### src/rtl/apb_slv_pkg.sv
// Shared types and constants for the APB register-file completer.
// Optional feature macro: APB_SLV_ERR_EN (see apb_regfile_slave.sv).
package apb_slv_pkg;

   // Transfer sequencing states of the completer
   typedef enum logic [1:0] {
      IDLE   = 2'd0,
      SETUP  = 2'd1,
      ACCESS = 2'd2
   } state_e;

   localparam int ADDR_W_DEF = 4;
   localparam int DATA_W_DEF = 8;

   // Address of the read-only ID register (the last address of the map)
   localparam logic [3:0] ID_ADDR = 4'hF;

   // Largest supported wait-state count and the counter width that holds it
   localparam int MAX_WAIT = 7;
   localparam int CNT_W    = $clog2(MAX_WAIT + 1);

endpackage

### src/rtl/apb_slv_regbank.sv
// Register bank: (2**ADDR_W - 1) read/write registers plus a constant ID
// register at the all-ones address. Synchronous write, combinational read.
// Optional feature macro: none (the bank itself never raises errors).
module apb_slv_regbank
   import apb_slv_pkg::*;
#(
   parameter int                ADDR_W   = ADDR_W_DEF,
   parameter int                DATA_W   = DATA_W_DEF,
   parameter logic [DATA_W-1:0] ID_VALUE = 8'hA5
) (
   input  logic              clk,
   input  logic              rst_n,
   input  logic              we,
   input  logic [ADDR_W-1:0] waddr,
   input  logic [DATA_W-1:0] wdata,
   input  logic [ADDR_W-1:0] raddr,
   output logic [DATA_W-1:0] rdata
);

   localparam int NUM_RW = (2 ** ADDR_W) - 1;

   logic [DATA_W-1:0] regs_q [NUM_RW];
   logic [DATA_W-1:0] regs_d [NUM_RW];

   // Next-state of the storage: only the addressed RW register takes the
   // write; the ID address matches no storage slot, so writes there vanish.
   always_comb begin
      for (int i = 0; i < NUM_RW; i++) begin
         regs_d[i] = regs_q[i];
         if (we && (waddr == ADDR_W'(i))) begin
            regs_d[i] = wdata;
         end
      end
   end

   // Storage flops, cleared by the synchronous active-low reset
   always_ff @(posedge clk) begin
      for (int i = 0; i < NUM_RW; i++) begin
         if (!rst_n) begin
            regs_q[i] <= '0;
         end else begin
            regs_q[i] <= regs_d[i];
         end
      end
   end

   // Read mux: ID constant by default, replaced by any matching RW register
   always_comb begin
      rdata = ID_VALUE;
      for (int i = 0; i < NUM_RW; i++) begin
         if (raddr == ADDR_W'(i)) begin
            rdata = regs_q[i];
         end
      end
   end

endmodule

### src/rtl/apb_regfile_slave.sv
// APB3 completer in front of a small register file.
//
// Handshake: a transfer begins when PSEL=1 and PENABLE=0 are sampled in IDLE
// (setup phase); address, direction and write data are captured on that
// edge. The following cycles are the access phase: PREADY stays low for
// WAIT_STATES cycles and then is high for exactly one cycle, during which
// PRDATA (reads) and PSLVERR are valid. The transfer completes on the edge
// where PSEL & PENABLE & PREADY are all 1; writes commit on that edge. Dropping
// PSEL before completion abandons the transfer without a write.
//
// Optional feature macro: APB_SLV_ERR_EN. When defined, a write to the ID
// register completes with PSLVERR=1; otherwise PSLVERR is always 0 and such
// writes are silently discarded. WAIT_STATES must be within 0..MAX_WAIT.
module apb_regfile_slave
   import apb_slv_pkg::*;
#(
   parameter int                ADDR_W      = ADDR_W_DEF,
   parameter int                DATA_W      = DATA_W_DEF,
   parameter int                WAIT_STATES = 1,
   parameter logic [DATA_W-1:0] ID_VALUE    = 8'hA5
) (
   input  logic              PCLK,
   input  logic              PRESETn,
   input  logic              PSEL,
   input  logic              PENABLE,
   input  logic              PWRITE,
   input  logic [ADDR_W-1:0] PADDR,
   input  logic [DATA_W-1:0] PWDATA,
   output logic [DATA_W-1:0] PRDATA,
   output logic              PREADY,
   output logic              PSLVERR
);

   localparam logic [ADDR_W-1:0] ID_SEL = '1;

   state_e            state_q, state_d;
   logic [CNT_W-1:0]  cnt_q, cnt_d;
   logic [ADDR_W-1:0] addr_q, addr_d;
   logic [DATA_W-1:0] wdata_q, wdata_d;
   logic              write_q, write_d;

   logic              ready;
   logic              bank_we;
   logic [DATA_W-1:0] bank_rdata;

   // Completion cycle: a transfer is in flight, its wait count has run out
   // and the requester is still presenting the access phase.
   assign ready   = (state_q != IDLE) && PSEL && PENABLE && (cnt_q == '0);
   assign bank_we = ready && write_q && (addr_q != ID_SEL);

   // Next-state and capture logic for the transfer sequencer
   always_comb begin
      state_d = state_q;
      cnt_d   = cnt_q;
      addr_d  = addr_q;
      wdata_d = wdata_q;
      write_d = write_q;
      case (state_q)
         IDLE: begin
            // PENABLE high without a setup phase is ignored here
            if (PSEL && !PENABLE) begin
               state_d = SETUP;
               addr_d  = PADDR;
               wdata_d = PWDATA;
               write_d = PWRITE;
               cnt_d   = CNT_W'(WAIT_STATES);
            end
         end
         SETUP, ACCESS: begin
            if (!PSEL) begin
               state_d = IDLE;
               cnt_d   = '0;
            end else if (ready) begin
               state_d = IDLE;
            end else begin
               state_d = ACCESS;
               if (cnt_q != '0) begin
                  cnt_d = cnt_q - CNT_W'(1);
               end
            end
         end
         default: begin
            state_d = IDLE;
            cnt_d   = '0;
         end
      endcase
   end

   // Sequencer and capture registers with synchronous active-low reset
   always_ff @(posedge PCLK) begin
      if (!PRESETn) begin
         state_q <= IDLE;
         cnt_q   <= '0;
         addr_q  <= '0;
         wdata_q <= '0;
         write_q <= 1'b0;
      end else begin
         state_q <= state_d;
         cnt_q   <= cnt_d;
         addr_q  <= addr_d;
         wdata_q <= wdata_d;
         write_q <= write_d;
      end
   end

   apb_slv_regbank #(
      .ADDR_W   (ADDR_W),
      .DATA_W   (DATA_W),
      .ID_VALUE (ID_VALUE)
   ) u_regbank (
      .clk   (PCLK),
      .rst_n (PRESETn),
      .we    (bank_we),
      .waddr (addr_q),
      .wdata (wdata_q),
      .raddr (addr_q),
      .rdata (bank_rdata)
   );

   // APB response drive: data and error only during the completion cycle
   always_comb begin
      PREADY  = ready;
      PRDATA  = (ready && !write_q) ? bank_rdata : '0;
`ifdef APB_SLV_ERR_EN
      PSLVERR = ready && write_q && (addr_q == ID_SEL);
`else
      PSLVERR = 1'b0;
`endif
   end

endmodule

### config.mk
export PLATFORM = sky130hd
export DESIGN_NAME = apb_regfile_slave
export DESIGN_NICKNAME = d
export VERILOG_FILES = /design/src/rtl/apb_slv_pkg.sv /design/src/rtl/apb_slv_regbank.sv /design/src/rtl/apb_regfile_slave.sv
export SDC_FILE = /design/constraint.sdc
export NUM_CORES = 1
export LEC_CHECK = 0
export ABC_AREA = 1
export CORE_ASPECT_RATIO = 0.5
export CORE_UTILIZATION = 55
export CTS_BUF_LIST = sky130_fd_sc_hd__clkbuf_8
export DETAILED_ROUTE_END_ITERATION = 8
export PLACE_DENSITY = 0.75
export SYNTH_ARGS = -nofsm -noshare
export SYNTH_HDL_FRONTEND = slang
export SYNTH_HIERARCHICAL = 1
export SYNTH_SLANG_ARGS = --single-unit
### constraint.sdc
create_clock -name PCLK -period 2.9 [get_ports PCLK]
set_input_delay 0.435 -clock PCLK [delete_from_list [all_inputs] [get_ports PCLK]]
set_output_delay 0.435 -clock PCLK [all_outputs]
set_load 0.02 [all_outputs]
# == After elaboration in Yosys (flattened, before gate mapping) ==
# Memory sizes are Yosys's and may differ from the RTL's.
# Cells that the tools add are included.
# word_totals
regBits,18
latchBits,0
ramBits,120
romBits,0
in_bits,17
out_inout_bits,10
elab_cells,131
mem_count,1
# memory_table
memory,depth,word_bits,rd,rd_clocked_by_memory_dff,wr,line_no,source
u_regbank.regs_q,15,8,15,0,15,apb_slv_regbank.sv:22,logic [DATA_W-1:0] regs_q [NUM_RW];
# classes
n_addsub,1
mul,0
div_mod_pow,0
order_cmp,0
n_eq_ne,20
shift,0
mux,57
bitwise,15
reduce_logical,32
# op_table
operator,n
$mux W8,46
$eq A4 B4 Y1 const B,7
$logic_and A1 B1 Y1,22
$eq A4 B3 Y1 const B,4
$or A1 B1 Y1,15
$mux W3,4
$eq A4 B2 Y1 const B,2
$mux W2,3
$ne A3 B3 Y1 const B,2
$pmux W3 S2,1
$eq A4 B1 Y1 const B,1
$logic_not A4 Y1,1
$ne A4 B4 Y1 const B,1
$pmux W2 S2,1
$logic_not A3 Y1,1
$reduce_and A3 Y1,1
$reduce_bool A3 Y1,1
$sub A3 B1 Y3 const B,1
$eq A2 B1 Y1 const B,1
$eq A2 B2 Y1 const B,1
$logic_not A1 Y1,2
$logic_not A2 Y1,1
$mux W1,2
$ne A2 B2 Y1 const B,1
3 further kinds,3

# == Depth between registers and ports, before layout ==
# depth
depth_word,17
ltp_mapped,15
ltp_nobuf,14

# == By module ==
# The synthesis kept the hierarchy.
# by_module_without_submodules
mod,n_inst,cells_per_inst,area_per_inst_um2,seq_area_each_um2
apb_slv_regbank,1,794,5342.6,2402.3
apb_regfile_slave,1,127,877.1,360.3

# == Worst setup path before layout ==
# OpenSTA, ideal clock, no wires.
# synth_timing
path_type,register to register
startpoint,register state_q[0]
endpoint,memory u_regbank/regs_q[0][34] (netlist name)
setup_ps,128
arrival_time_ps,2146
required_ps,2772
path_slack_ps,626
stages_incl_launch_ff,14
n_path_buf,1
synth_period_minus_slack_ps,2274
path_cell_list,dfxtp_1 inv_1 ha_1 inv_1 nand4_1 nor3b_1 inv_1 nor3_1 inv_1 nor2_1 inv_1 clkbuf_1 o21ai_0 a21oi_1
# synth_lines
element,line_no,source
from (decl),apb_regfile_slave.sv:36,"state_e state_q, state_d;"
from (signal assigned),apb_regfile_slave.sv:98,state_q <= state_d;
to (decl),apb_slv_regbank.sv:22,

# == Worst setup path after layout ==
# layout_timing
startpoint,register addr_q[3]
endpoint,output port PRDATA[5]
# layout_via
elab_chain_cells,17
elab_cells_between_ends,31
cone_classes,14 x eq/ne; 16 x mux; 1 x reduce/logical
# layout_lines
element,line_no,source
from (decl),apb_regfile_slave.sv:38,"logic [ADDR_W-1:0] addr_q, addr_d;"
from (signal assigned),apb_regfile_slave.sv:100,addr_q <= addr_d;
$logic_not A4 Y1,apb_slv_regbank.sv:51,if (raddr == ADDR_W'(i)) begin
$mux W8 (14 in series),apb_slv_regbank.sv:51,
$mux W8 *,apb_slv_regbank.sv:51,
via bank_rdata[5],apb_regfile_slave.sv:44,logic [DATA_W-1:0] bank_rdata;
$mux W8 *,apb_regfile_slave.sv:123,PRDATA = (ready && !write_q) ? bank_rdata : '0;
to (decl),apb_regfile_slave.sv:29,"output logic [DATA_W-1:0] PRDATA,"
# The timed path passes the listed nets; every way through them passes the cells marked *.

==> flow_summary.toml <==
[run_status]
outcome = "finished clean"

[floorplan]
rows = 27
io_pins = 27
fp.coreArea_um2 = 11010
die_x_um = 152.4
start_util_pct = 56.48
die-area_um2 = 11760
die_h_um = 77.20

[hold_path]
whs_endpoint = "u_regbank/regs_q[0][1]"
holdPathStages = 2
hp-start = "u_regbank/regs_q[0][1]"
min_path_type = "flop to flop"

[pwr]
power_switching_uw = 1119
p_per_area_nw_per_um2 = 560.5
ir_drop_uv = 320.3
p_int_uw = 2981
p_total_uw = 4100
p_sw_share_pct = 27.30
combPwrFrac_pct = 11.0
seqPwrFrac_pct = 49.1
power.share.clock_pct = 39.8
leakagePower_uw = 0.003272

[clocking]
path_clk_slew_ns = 0.08
clk_latency_ns = 0.44
cts_tree = "done"
cts_buffer_depth = 2
cts_buffers = 17
htree_levels = 4
cts_sinks = 138
cts-root-buf = "clkbuf_8"
cts_hold_buf = 0

[layout]
syn_to_final_growth_pct = 17.62
nets = 993
stdcell_area_um2 = 7316
final_layout_size_suffix_gt1_share_pct = 12.49

[place]
postPlaceCellArea_um2 = 6725
hpwlAfterDp_um = 11360
io_buffers = 25
place_congestion = 0.8963

[sta]
rsz0062_at_grt = "yes"
setup_violations = 0
hold_viol = 0
max_slew_margin_pct = 33.89
fin_worst_skew_ns = 0.01136
drv_slew = 0
timing.final.crit_period_ns = 2.811
tightest_slew_ns = 0.9903
max_clock_freq_ghz = 0.3557
hold_ws_ns = 0.4556
fin_crit_sh_pct = 96.95

[detailed_routing]
antenna_left = 0
viasPerCell = 5.376
wire_per_inst_um = 15.36
drt_iter0_drc = 678
first_pass_iters = 7
totalWireLength_um = 17380
dr_total_vias = 6080
drc = 0

[grt]
grt_usage_pct = 30.84
grt_antenna_before_repair = 1
grt_pass1_wl_um = 28210
grt_pass1_vias = 5635
overflow = 0
grt_max_degree = 76

[flow_run]
cap_violations = 0

[logic_synthesis]
synth_cells = 921
ys_seq_elements = 138
synthDistinctLibCells = 28
yosysTopAreaCell = "dfxtp_1"
synth_area_leaders = "dfxtp_1, nor2_1, o21ai_0"
ys_seq_area_share_pct = 44.42
syn-num-nets = 942
mappedNetlistArea_um2 = 6220
avgSynthCellArea_um2 = 6.753
synth_top_area_share_pct = 44.42
ys_warn_count = 6

[critical_path]
worstReg2RegStart = "state_q[0]"
r2r-end = "u_regbank/regs_q[0][32]"
r2r_slack_ns = 0.31
cp-start-kind = "flop"
path_max_fanout = 5
end_kind = "primary output"
worstPathArrival_ns = 2.38
required_ns = 2.47
critPathKind = "flop to primary output"
reg2reg_depth = 13
==> worst max path at each step <==
| stage | from | to | slack (ns) | cells past startpoint |
|---|---|---|---|---|
| after detailed placement | addr_q[0] | PRDATA[4] | 0.02 | 12 |
| after floorplan | state_q[0] | u_regbank/regs_q[0][34] | 0.63 | 13 |
| after global routing | addr_q[1] | PRDATA[2] | -0.04 | 14 |
| final | addr_q[3] | PRDATA[5] | 0.09 | 16 |
| after CTS | addr_q[0] | PRDATA[6] | 0.004 | 15 |
| after global placement | addr_q[0] | PRDATA[4] | 0.01 | 12 |
==> per-layer routing <==
layer / part of all wire, % / track usage [%]
met5: 0 / 0
met4: 2.6 / 11.43
met3: 8.2 / 6.049
met2: 43 / 47.65
met1: 46 / 42.72
==> layout by cell type, fill, tap and decap left out, types with 5 or more instances in the layout <==
master | synthesis | layout
nor2_1 | 261 | 253
o21ai_0 | 136 | 136
dfxtp_1 | 138 | 134
nand2_1 | 100 | 98
inv_1 | 95 | 93
a21oi_1 | 40 | 40
buf_4 | 2 | 39
nand3_1 | 35 | 34
nand4_1 | 24 | 24
clkbuf_8 | 0 | 19
clkdlybuf4s50_1 | 0 | 16
nor2_4 | 5 | 10
nor2_2 | 6 | 9
inv_2 | 6 | 8
or2_1 | 8 | 8
o21ai_1 | 6 | 6
clkinv_2 | 0 | 5
==> what timing repair did <==
item / CTS / global route
pin swaps: 2 / 18
gates resized for setup: 37 / 32
hold endpoints to repair: 0 / 0
endpoints found under the setup margin: 8 / 8
buffers inserted: 2 / 10
==> worst max-delay path, stage by stage, from the launching register on <==
cell      delay [ns]
dfxtp_4         0.37
buf_6           0.12
inv_4           0.04
nand2_4         0.09
nor2_4          0.05
buf_12          0.12
buf_6           0.12
nor2_4          0.06
nand4_1         0.11
nand2_1         0.11
nand4_1         0.15
nand2_1         0.11
nand3b_1        0.12
nand2_1         0.09
inv_1           0.04
nor2_1          0.09
buf_4           0.15
==> cell usage after synthesis <==
master,instances
nand2_2,4
inv_1,95
a211oi_1,1
nor2_4,5
dfxtp_1,138
a21oi_1,40
nor3_1,3
or2_0,3
conb_1,1
nand2_1,100
buf_6,2
nor3b_1,2
nand4_1,24
inv_2,6
nor2_1,261
buf_1,1
ha_1,4
or2_2,3
o21ai_0,136
or2_1,8
nor2_2,6
nand3b_1,4
buf_4,2
buf_2,1
o21ai_1,6
nand3_1,35
clkbuf_1,28
clkinv_1,2
==> per-stage QoR <==
step	TNS (ns)	worst slack (ns)	cells	util, %
2_1_floorplan	0	0.6264	921	-
3_3_place_gp	0	0.01089	1086	61.07
3_5_place_dp	0	0.02232	1086	61.07
4_1_cts	0	0.003925	1120	65.43
5_1_grt	-0.05526	-0.03665	1130	66.41
6_report	0	0.08851	1131	66.43
==> power by group through the flow <==
stage                     Sequential (µW)  Combinational, µW  Clock [µW]
after floorplan                      2000                299           0
after global placement               2050                398           0
after detailed placement             2060                401           0
after CTS                            2010                410        1650
after global routing                 2020                509        1730
final                                2010                452        1630
==> cells by family after synthesis <==
group / after synthesis / synth area share, %
AOI/OAI and AO/OA: 183 / 14.77
adders and majority gates: 4 / 0.8047
buffers and inverters: 137 / 8.650
DFF: 138 / 44.42
other: 1 / 0.06029
and+or+nand+nor: 458 / 31.30
==> sequential cells by signal, indices dropped and copies added (netlist names) <==
name	count
cnt_q	3
state_q	2
addr_q	4
u_regbank/regs_q	120
wdata_q	8
write_q	1
==> area by class of cell <==
class,count,area [µm²]
Multi-Input combinational cell,646,2989
Clock buffer,19,261.5
Tap cell,145,181.4
Timing Repair Buffer,66,563.0
Inverter,103,389.1
Sequential cell,138,2778
Clock inverter,13,151.4
Fill cell,964,3697
Antenna cell,1,2.502
Note: power is estimated with default switching activity, not from simulation.
